==> config.mk <==
export PLATFORM = sky130hd
export DESIGN_NAME = branch_resolve_unit
export DESIGN_NICKNAME = d
export VERILOG_FILES = /design/src/rtl/branch_pkg.sv /design/src/rtl/branch_resolve_unit_cond.sv /design/src/rtl/branch_resolve_unit.sv
export SDC_FILE = /design/constraint.sdc
export NUM_CORES = 1
export LEC_CHECK = 0
export BUFFER_PORTS_ARGS = -buffer_cell sky130_fd_sc_hd__clkbuf_2
export CAP_MARGIN = 20
export CORE_MARGIN = 5
export CORE_UTILIZATION = 53
export DETAILED_ROUTE_END_ITERATION = 12
export PLACE_DENSITY = 0.84
export RECOVER_POWER = 100
export SLEW_MARGIN = 10
export SYNTH_ARGS = -nofsm -noshare
export SYNTH_HDL_FRONTEND = slang
export SYNTH_SLANG_ARGS = --single-unit
==> constraint.sdc <==
create_clock -name clk -period 5.2 [get_ports clk]
set_input_delay 1.3 -clock clk [delete_from_list [all_inputs] [get_ports clk]]
set_output_delay 1.3 -clock clk [all_outputs]
set_load 0.01 [all_outputs]
==> src/rtl/branch_pkg.sv <==
// Shared opcode and FSM encodings for the branch resolution stage and its
// condition evaluator.
package branch_pkg;

    localparam logic [2:0] BR  = 3'b000;
    localparam logic [2:0] BMI = 3'b001;
    localparam logic [2:0] BPL = 3'b010;
    localparam logic [2:0] BZ  = 3'b011;
    localparam logic [2:0] BNZ = 3'b100;
    localparam logic [2:0] BEQ = 3'b101;
    localparam logic [2:0] BLT = 3'b110;
    localparam logic [2:0] NOP = 3'b111;

    typedef enum logic {
        IDLE  = 1'b0,
        FLUSH = 1'b1
    } state_e;

endpackage

==> src/rtl/branch_resolve_unit_cond.sv <==
// Purely combinational branch condition evaluator. A code with no defined
// condition evaluates to not-taken.
module branch_cond
    import branch_pkg::*;
#(
    parameter int DATA_W = 32
) (
    input  logic [2:0]        br_op,
    input  logic [DATA_W-1:0] rs_val,
    input  logic [DATA_W-1:0] rt_val,
    output logic              cond
);

    logic rs_neg;
    logic rs_zero;

    assign rs_neg  = rs_val[DATA_W-1];
    assign rs_zero = (rs_val == '0);

    always_comb begin
        // NOTE: the default assignment up front keeps every path driven, so no latch is inferred.
        cond = 1'b0;
        case (br_op)
            BR:      cond = 1'b1;
            BMI:     cond = rs_neg;
            BPL:     cond = !rs_neg && !rs_zero;
            BZ:      cond = rs_zero;
            BNZ:     cond = !rs_zero;
            BEQ:     cond = (rs_val == rt_val);
            BLT:     cond = ($signed(rs_val) < $signed(rt_val));
            NOP:     cond = 1'b0;
            default: cond = 1'b0;
        endcase
    end

endmodule

==> src/rtl/branch_resolve_unit.sv <==
// Branch resolution stage: registered outcome/target, multi-cycle flush with
// issue back-pressure, and saturating resolved/taken performance counters.
module branch_resolve_unit
    import branch_pkg::*;
#(
    parameter int DATA_W       = 32,
    parameter int ADDR_W       = 32,
    parameter int FLUSH_CYCLES = 2,
    parameter int CNT_W        = 16
) (
    input  logic              clk,
    input  logic              rst,
    input  logic              in_valid,
    output logic              in_ready,
    input  logic [2:0]        br_op,
    input  logic [DATA_W-1:0] rs_val,
    input  logic [DATA_W-1:0] rt_val,
    input  logic [ADDR_W-1:0] pc,
    input  logic [ADDR_W-1:0] offset,
    output logic              out_valid,
    output logic              taken,
    output logic [ADDR_W-1:0] target,
    output logic              flush,
    output logic [CNT_W-1:0]  resolved_count,
    output logic [CNT_W-1:0]  taken_count
);

    localparam int FCNT_W = $clog2(FLUSH_CYCLES + 1);
    localparam logic [FCNT_W-1:0] FCNT_LOAD = FCNT_W'(FLUSH_CYCLES - 1);

    state_e            state_q, state_d;
    logic [FCNT_W-1:0] fcnt_q, fcnt_d;
    logic              out_valid_q;
    logic              taken_q;
    logic [ADDR_W-1:0] target_q;
    logic [CNT_W-1:0]  resolved_q;
    logic [CNT_W-1:0]  taken_cnt_q;

    logic cond;
    logic accept;

    branch_cond #(
        .DATA_W (DATA_W)
    ) u_cond (
        .br_op  (br_op),
        .rs_val (rs_val),
        .rt_val (rt_val),
        .cond   (cond)
    );

    // Reset overrides a simultaneous handshake, so it is folded into accept.
    assign accept = in_valid && in_ready && !rst;

    // FSM state register.
    always_ff @(posedge clk) begin
        // NOTE: state is updated with non-blocking assignments so every register sees pre-edge values.
        if (rst) begin
            state_q <= IDLE;
            fcnt_q  <= '0;
        end else begin
            state_q <= state_d;
            fcnt_q  <= fcnt_d;
        end
    end

    // FSM next-state logic.
    always_comb begin
        state_d = state_q;
        fcnt_d  = fcnt_q;
        case (state_q)
            IDLE: begin
                if (accept && cond) begin
                    state_d = FLUSH;
                    fcnt_d  = FCNT_LOAD;
                end
            end
            FLUSH: begin
                if (fcnt_q == '0) begin
                    state_d = IDLE;
                end else begin
                    fcnt_d = fcnt_q - 1'b1;
                end
            end
            default: begin
                state_d = IDLE;
                fcnt_d  = '0;
            end
        endcase
    end

    // FSM outputs.
    always_comb begin
        in_ready = (state_q == IDLE);
        flush    = (state_q == FLUSH);
    end

    // Result registers; taken/target hold between pulses.
    always_ff @(posedge clk) begin
        if (rst) begin
            out_valid_q <= 1'b0;
            taken_q     <= 1'b0;
            target_q    <= '0;
        end else begin
            out_valid_q <= accept;
            if (accept) begin
                taken_q  <= cond;
                target_q <= pc + offset;
            end
        end
    end

    // Saturating performance counters.
    always_ff @(posedge clk) begin
        if (rst) begin
            resolved_q  <= '0;
            taken_cnt_q <= '0;
        end else if (accept) begin
            if (resolved_q != '1) begin
                resolved_q <= resolved_q + 1'b1;
            end
            if (cond && (taken_cnt_q != '1)) begin
                taken_cnt_q <= taken_cnt_q + 1'b1;
            end
        end
    end

    assign out_valid      = out_valid_q;
    assign taken          = taken_q;
    assign target         = target_q;
    assign resolved_count = resolved_q;
    assign taken_count    = taken_cnt_q;

endmodule

==> results of run 1 <==
==> metrics by stage <==
step                      instances  area, sq um  utilization, %  power, mW
after floorplan                 615         4980               -      0.852
after global placement          914         6090            66.2      0.996
after detailed placement        914         6090            66.2       1.01
after CTS                       930         6320            68.7       1.52
after global routing            930         6210            67.5       1.59
final                           930         6210            67.5       1.50
==> cells in the mapped netlist, types with 2 or more instances <==
cell and n:
o31ai_1 6, or3_1 7, o221ai_1 2, or4_1 6
a211oi_1 5, and4_1 5, nor2_1 37, nor2b_1 6
nand2_1 34, buf_1 2, nand4_1 14, o21a_1 2
a21o_1 22, ha_1 66, a21oi_1 45, o21ai_0 55
xor2_1 34, clkbuf_1 13, and2_1 2, xnor2_1 17
mux2i_1 2, nand2b_1 4, or2_2 3, dfxtp_1 69
o21bai_1 4, o211ai_1 3, a31oi_1 6, and3_1 15
nor3_1 8, a41oi_1 4, nor4_1 9, nand3_1 42
inv_1 48
==> state kept, by name, indices dropped and copies added (netlist names) <==
register,flops
out_valid,1
flush,1
taken,1
fcnt_q,2
taken_count,16
resolved_count,16
target,32
==> report_power, final <==
part / internal (mW) / leakage [nW] / switching (mW)
sequential: 0.564 / 0.564 / 0.0216
clock: 0.277 / 0.111 / 0.235
combinational: 0.179 / 2.28 / 0.225
==> final cells by class <==
class | instances | share of cell area, %
inverter | 49 | 2.96
timing repair buffer | 204 | 15.1
clock buffer | 9 | 2.00
multi-input combinational | 481 | 53.8
clock inverter | 7 | 1.65
sequential | 69 | 22.2
tap | 111 | 2.24
==> worst min-delay path: stages, from the launching register on <==
cell	delay, ns
dfxtp_1	0.32
nand2_1	0.05
o21ai_0	0.06
==> per-layer routing <==
layer / global-route usage [%] / vias to the layer above
li1: - / 2635
met1: 28.8 / 2437
met2: 42.6 / 178
met3: 5.66 / 27
met4: 8.22 / 0
met5: 0 / -
==> path summary, 6_finish.rpt <==
path                        from             end  depth (start not counted)
setup / recovery             rst  taken_count[1]                          8
hold / removal         target[6]       target[6]                          2
hold reg to reg        target[6]       target[6]                          2
setup reg to reg  taken_count[8]  taken_count[5]                          8
==> cell families after synthesis <==
| logic type | Yosys count | synth area share, % |
|---|---|---|
| flip-flops | 69 | 27.7 |
| AO/OA/AOI/OAI | 168 | 20.9 |
| buffers and inverters | 65 | 4.92 |
| AND/OR/NAND/NOR | 193 | 20.0 |
| XOR/XNOR | 51 | 8.97 |
| multiplexers | 2 | 0.402 |
| adder cells (fa/ha/maj) | 67 | 17.0 |
==> out/metrics.yaml, run 1 <==
yosysTopAreaCell: "dfxtp_1"
drive_above_1_share_pct: 19.0
core_area_sq_mm: 0.00920
drv_cap: 1
fill_cells: 834
hold_class: "reg2reg"
synth_seq_cells: 69
cts_buffers: 9
rsz0062_at_grt: "false"
drc_errors: 0
slew_violations: 38
yosysSeqAreaShare_pct: 27.7
cp_common_cell: "nand3_1"
final_common_cell: "clkbuf_2"
routed.top_layer: "met4"
period_needed_ns: 4.00
diodes: 0
final.period_utilization_pct: 76.9
fin_ws_ns: 1.20
dr_wl_met3_microns: 934
ys_top_cells_by_area: "dfxtp_1 (28%), ha_1 (17%), xor2_1 (6.0%)"
fp-row-count: 35
wl_met2_mm: 6.91
synth_area_per_cell_sq_um: 8.10
synth_area_sq_mm: 0.00498
path_delay_family: "buffers and inverters"
hpwl_mm: 11.4
ir_drop_v: 0.000159
cts_tree: "built"
worstSetupStartpointType: "primary input"
antenna_left: 0
drt-total-wl_mm: 14.1
multi_input_area_sq_mm: 0.00334
ys_types: 51
first_pass_iters: 4
cts_setup_buffers: 0
clk-insertion-delay-late_ns: 0.35
setup_violations: 0
place_ws_ns: 1.11
grt_start_max_net_pins: 57
place_congestion: 0.930
drt_iter0_drc: 176
start_util_pct: 54.2
hold_viol_final: 0
post_cts_resize_count: 0
antenna_found_initial: 0
cpMaxStageDelayCell: "clkbuf_1"
ios: 202
path_clk_slew_ns: 0.08
htree_num_levels: 3
yosysWarningCount: 0
grt_overflow_total: 0
cts.path.max_buffers: 2
vias: 5277
grt_first_pass_wirelength_mm: 22.9
cp.arrival_ns: 4.17
tightest_slew_ns: 1.54
r2r_slack_ns: 2.49
holdBufCountCts: 0
cpPeakStageDelay_ns: 1.11
crit_buf_inv: 4
fin_setup_tns_ns: 0
synth_edf_count: 0
max_freq_ghz: 0.250
yosys.area.top_type_share_pct: 27.7
die_area_sq_mm: 0.0114
wl_met1_mm: 5.96
die_h_microns: 107
synthArstFlopShare_pct: 0
timing.hold.ws_ns: 0.469
yosys_most_used_dff: "dfxtp_1"
area_growth_pct: 24.6
syn_nets: 816
cp_max_fo: 37
fin_nets: 1015
regArea_sq_mm: 0.00138
syn_inst: 615
status: "finished with violations"
wl_per_cell_microns: 15.2
timing.slew.headroom_pct: -2.86
viasPerCell: 5.67
die_w_microns: 107
violations: "max-capacitance violations, max-slew violations"
skew_ns: 0.0145
io_buffers: 201
clkSinkCount: 69
powerDensity_mw_per_mm2: 242
critPathRequiredTime_ns: 5.37
cts_root_buffer: "clkbuf_8"
p_leak_nw: 2.96
most-common-layout-cells: "clkbuf_2 (133), clkbuf_1 (70), dfxtp_1 (69)"
endpoint_kind: "flip-flop"
grt_usage_pct: 24.2
cp_cell_sequence: "clkbuf_2 > clkbuf_1 > clkinv_1 > nand3_1 > inv_1 > nand3_1 > mux2i_1 > nor2_1"
grt_pass1_vias: 5176
criticalPathCategory: "in2reg"
Power figures use the tool's default switching activity.
==> run 2: changes to the inputs <==
- ABC_AREA: not set -> 1
- CORE_UTILIZATION: 53 -> 47
- PLACE_DENSITY: 0.84 -> 0.75
- clock period: 5.2 -> 3.4 ns (I/O delays scaled with it)
==> out/metrics.yaml, run 2 <==
status: "completed"
skew_ns: 0.00810  # -0.00636 ns
ys_types: 44  # -14%
core_area_sq_mm: 0.0125  # +36%
die_w_microns: 123  # +15%
p_leak_nw: 3.68  # +24%
rsz0062_at_grt: "false"
ios: 202  # unchanged
path_clk_slew_ns: 0.06  # -0.02 ns
start_util_pct: 47.7  # -6.5 points
yosys-top-cells-count: "nand2_1 (234), inv_1 (139), nor2_1 (90)"
fp-row-count: 41  # +17%
slew_violations: 0  # -100%
cts_setup_buffers: 0  # unchanged
timing.hold.ws_ns: 0.464  # -0.00411 ns
syn_inst: 930  # +51%
vias: 6508  # +23%
final_cells: 1301  # +40%
grt_first_pass_wirelength_mm: 26.9  # +17%
largest_reg_flops: 32  # unchanged
cts_buffers: 9  # unchanged
fin_setup_tns_ns: 0  # unchanged
dp.cells: 1287  # +41%
diodes: 0  # unchanged
die_h_microns: 123  # +15%
grt_overflow_total: 0  # unchanged
first_pass_iters: 5  # +1
drive_above_1_share_pct: 15.0  # -4.1 points
clk-insertion-delay-late_ns: 0.33  # -0.02 ns
drv_cap: 0  # -1
synth_area_sq_mm: 0.00597  # +20%
synth.most_common_cell: "nand2_1"
yosysTopAreaCell: "dfxtp_1"
fill_cells: 1348  # +62%
area_growth_pct: 21.6
antenna_left: 0  # unchanged
synth_area_per_cell_sq_um: 6.42  # -21%
cts_tree: "built"
place_congestion: 0.941  # +1.3%
design_area_sq_mm: 0.00726  # +17%
hold_class: "reg2reg"
drt_iter0_drc: 333  # +89%
yosysSeqAreaShare_pct: 23.1  # -4.6 points
hold_viol_final: 0  # unchanged
synthArstFlopShare_pct: 0  # unchanged
yosys_most_used_dff: "dfxtp_1"
worstSetupStartpointType: "primary input"
fin_ws_ns: 0.625  # -0.577 ns
ys_top_cells_by_area: "dfxtp_1 (23%), nand2_1 (15%), ha_1 (14%)"
critPathRequiredTime_ns: 3.67  # -1.70 ns
grt_pass1_vias: 6040  # +17%
tightest_slew_ns: 1.47  # -0.0758 ns
die_area_sq_mm: 0.0151  # +32%
synth_seq_cells: 69  # unchanged
powerDensity_mw_per_mm2: 343  # +42%
yosysWarningCount: 0  # unchanged
place_ws_ns: 0.474  # -0.640 ns
synth_edf_count: 0  # unchanged
yosys.area.top_type_share_pct: 23.1  # -4.6 points
ir_drop_v: 0.000180  # +13%
timing.slew.headroom_pct: 2.09  # +4.9 points
criticalPathCategory: "in2reg"
period_needed_ns: 2.78
dpl_cell_area_sq_mm: 0.00713  # +17%
final_util_pct: 58.0  # -9.5 points
htree_num_levels: 3  # unchanged
fin_nets: 1327  # +31%
p_total_mw: 2.49  # +66%
max_freq_ghz: 0.360
cts_root_buffer: "clkbuf_16"
cp.arrival_ns: 3.05  # -1.12 ns
drt-total-wl_mm: 16.7  # +19%
final_common_cell: "nand2_1"
wl_per_cell_microns: 12.8  # -15%
hpwl_mm: 13.6  # +19%
cp_max_fo: 17  # -54%
syn_nets: 1131  # +39%
cts.path.max_buffers: 2  # unchanged
setup_violations: 0  # unchanged
clkSinkCount: 69  # unchanged
drc_errors: 0  # unchanged
io_buffers: 201  # unchanged
viasPerCell: 5.00  # -12%
grt_usage_pct: 21.9  # -2.3 points
grt_start_max_net_pins: 58  # +1.8%
holdBufCountCts: 0  # unchanged
endpoint_kind: "flip-flop"
final.period_utilization_pct: 81.6
antenna_found_initial: 0  # unchanged
post_cts_resize_count: 0  # unchanged
most-common-layout-cells: "nand2_1 (237), inv_1 (140), clkbuf_2 (132)"
## run 2: logic make-up after synthesis
group	count (synthesis)	share of synthesized area, %
and+or+nand+nor	432	31.7
AOI/OAI and AO/OA	167	15.6
buffers and inverters	161	10.5
DFF	69	23.1
adders and majority gates	67	14.2
xor gates and xnor gates	34	4.99
## run 2: power breakdown
group | leakage [nW] | internal (mW) | switching [mW] | total (mW)
clock | 0.144 | 0.564 | 0.332 | 0.896
combinational | 2.97 | 0.273 | 0.427 | 0.700
sequential | 0.566 | 0.863 | 0.0339 | 0.897
## run 2: critical path, stage by stage
cell	delay, ns
clkbuf_1	0.12
ha_1	0.34
nand2_1	0.08
nor2_1	0.15
nand2_1	0.09
nor4_1	0.33
nand2_1	0.14
nand3_1	0.09
nand3_1	0.12
nand2_4	0.20
nand3_4	0.23
nand2_1	0.14
nand2_1	0.05
nor2_1	0.12
## run 2: final cells by class
type                       instances  area, sq um  share of cell area (%)
multi-input combinational        700         3910                    53.9
sequential                        69         1380                    19.0
timing repair buffer             204          935                    12.9
inverter                         142          534                    7.36
clock buffer                      13          280                    3.86
tap                              172          215                    2.96
clock inverter                     1         5.00                  0.0689
## run 2: layer usage
layer | share of wire, % | GRT usage (%)
met5 | 0 | 0
met4 | 1.9 | 7.14
met3 | 6.3 | 3.00
met2 | 48 | 38.7
met1 | 44 | 27.2
## run 2: path summary, 6_finish.rpt
path / from / endpoint / slack (ns) / depth (start not counted)
worst max-delay path: rs_val[31] / taken_count[0] / 0.62 / 14
worst min-delay path: target[0] / target[0] / 0.46 / 2
worst max register to register: flush / taken_count[0] / 1.02 / 8
worst min register to register: target[0] / target[0] / 0.46 / 2
==> run 3: changes to the inputs <==
- CORE_UTILIZATION: 47 -> 52
- PLACE_DENSITY: 0.75 -> 0.79
- clock period: 3.4 -> 2.9 ns (I/O delays scaled with it)
==> out/metrics.yaml, run 3 (synthesis results as in run 2) <==
hpwl_mm: 13.2  # -2.7%
critPathRequiredTime_ns: 3.13  # -0.54 ns
ios: 202  # unchanged
powerDensity_mw_per_mm2: 411  # +20%
drive_above_1_share_pct: 15.8  # +0.79 points
fin_nets: 1332  # +0.38%
clkPwrFrac_pct: 37.4  # +1.5 points
area_growth_pct: 22.0
antenna_left: 0  # unchanged
max_freq_ghz: 0.394
p_leak_nw: 3.75  # +1.9%
hold_class: "reg2reg"
endpoint_kind: "flip-flop"
wl_per_cell_microns: 12.7  # -0.79%
rsz0062_at_grt: "false"
drt_iter0_drc: 348  # +4.5%
fin_setup_tns_ns: 0  # unchanged
cts_setup_buffers: 0  # unchanged
p_total_mw: 3.00  # +20%
fill_cells: 1127  # -16%
viasPerCell: 5.09  # +1.7%
dr_wl_met3_microns: 955  # -9.1%
ir_drop_v: 0.000350  # +95%
die_h_microns: 117  # -4.5%
vias: 6504  # -0.061%
post_cts_resize_count: 0  # unchanged
diodes: 0  # unchanged
drc_errors: 0  # unchanged
largest_reg_flops: 32  # unchanged
worstSetupStartpointType: "primary input"
cts_buffers: 9  # unchanged
seqPwrFrac_pct: 35.0  # -1.0 points
place_congestion: 0.909  # -3.4%
grt_first_pass_wirelength_mm: 26.5  # -1.3%
start_util_pct: 52.8  # +5.0 points
cp.arrival_ns: 2.77  # -0.28 ns
antenna_found_initial: 0  # unchanged
cp_max_fo: 4  # -13
slew_violations: 0  # unchanged
grt_pass1_vias: 6089  # +0.81%
htree_num_levels: 3  # unchanged
cts_root_buffer: "clkbuf_16"
wl_met1_mm: 7.08  # -3.3%
clkSinkCount: 69  # unchanged
core_area_sq_mm: 0.0113  # -9.6%
fp-row-count: 39  # -4.9%
p_int_mw: 2.03  # +19%
routed.top_layer: "met4"
criticalPathCategory: "in2reg"
setup_violations: 0  # unchanged
clk-insertion-delay-late_ns: 0.33  # about the same
drt-total-wl_mm: 16.3  # -2.5%
switching_share_pct: 32.4  # +0.55 points
holdBufCountCts: 0  # unchanged
final_common_cell: "nand2_1"
io_buffers: 201  # unchanged
grt_start_max_net_pins: 58  # unchanged
hold_viol_final: 0  # unchanged
p_comb_share_pct: 27.7  # -0.4 points
status: "completed"
final.period_utilization_pct: 87.6
switching_power_mw: 0.969  # +22%
cts.path.max_buffers: 2  # unchanged
period_needed_ns: 2.54
skew_ns: 0.00321  # -0.00489 ns
tightest_slew_ns: 0.763  # -0.704 ns
grt_overflow_total: 0  # unchanged
cts_tree: "built"
grt_usage_pct: 23.6  # +1.8 points
path_clk_slew_ns: 0.05  # about the same
timing.slew.headroom_pct: 49.1  # +47 points
most-common-layout-cells: "nand2_1 (234), inv_1 (140), clkbuf_2 (135)"
wl_met2_mm: 7.87  # -2.0%
first_pass_iters: 5  # unchanged
drv_cap: 0  # unchanged
die_area_sq_mm: 0.0137  # -8.8%
die_w_microns: 117  # -4.5%
==> run 3: cell count changes in the layout (fill, tap and decap cells not counted), moves of 2 or more <==
| cell | before | now |
|---|---|---|
| o21ai_0 | 55 | 57 |
| clkbuf_1 | 71 | 69 |
| nand2_1 | 237 | 234 |
| o21ai_1 | 2 | 0 |
| nor2_4 | 2 | 0 |
| clkinv_4 | 0 | 2 |
| clkbuf_8 | 4 | 1 |
| buf_4 | 1 | 6 |
| nand2_4 | 1 | 3 |
| nor2_1 | 92 | 94 |
| clkbuf_2 | 132 | 135 |
==> run 3: power by group through the flow <==
stage / logic, mW / clock network [mW] / registers [mW]
2_1_floorplan: 0.516 / 0 / 1.09
3_3_place_gp: 0.838 / 0 / 1.07
3_5_place_dp: 0.847 / 0 / 1.07
4_1_cts: 0.852 / 1.15 / 1.05
5_1_grt: 0.947 / 1.19 / 1.05
6_report: 0.829 / 1.12 / 1.05
==> run 3: final cells by class <==
class                   instances  area [sq um]  share of cell area [%]
repair buffers                209           976                    13.4
well taps                     143           179                    2.46
inverters                     142           534                    7.33
clock buffers                  11           243                    3.33
flip-flops and latches         69          1380                    19.0
multi-input cells             700          3910                    53.7
clock inverters                 5          60.1                   0.824
==> run 3: worst paths after layout <==
path	startpoint	to	slack [ns]	cells after the start
worst min register to register	target[0]	target[0]	0.46	2
worst max-delay path	offset[0]	target[20]	0.36	14
worst max register to register	resolved_count[0]	resolved_count[15]	0.56	14
worst min-delay path	target[0]	target[0]	0.46	2
==> run 3: metrics by stage <==
| step | hold WS [ns] | util (%) | area (sq um) | instances | worst slack, ns |
|---|---|---|---|---|---|
| detailed placement | 0.459 | 63.0 | 7130 | 1263 | 0.161 |
| floorplan | 0.458 | - | 5970 | 930 | 0.531 |
| global route | 0.495 | 64.4 | 7290 | 1279 | 0.167 |
| global placement | 0.454 | 63.0 | 7130 | 1263 | 0.202 |
| CTS | 0.467 | 65.6 | 7430 | 1279 | 0.510 |
| finish | 0.464 | 64.4 | 7290 | 1279 | 0.360 |
==> run 3: per-layer routing <==
layer,vias up,track usage [%]
met5,-,0
met2,190,41.7
met4,0,7.49
met3,31,4.47
li1,3424,-
met1,2859,29.0
==> run 3: worst max-delay path, stage by stage <==
cell,delay (ns)
clkbuf_2,0.08
ha_1,0.13
inv_1,0.06
fa_1,0.39
o21ai_0,0.32
a21oi_1,0.21
o21bai_2,0.25
nand2_1,0.08
nand2_1,0.13
nand2_1,0.06
nand2_1,0.08
nor2_1,0.04
o21ai_0,0.14
inv_1,0.05
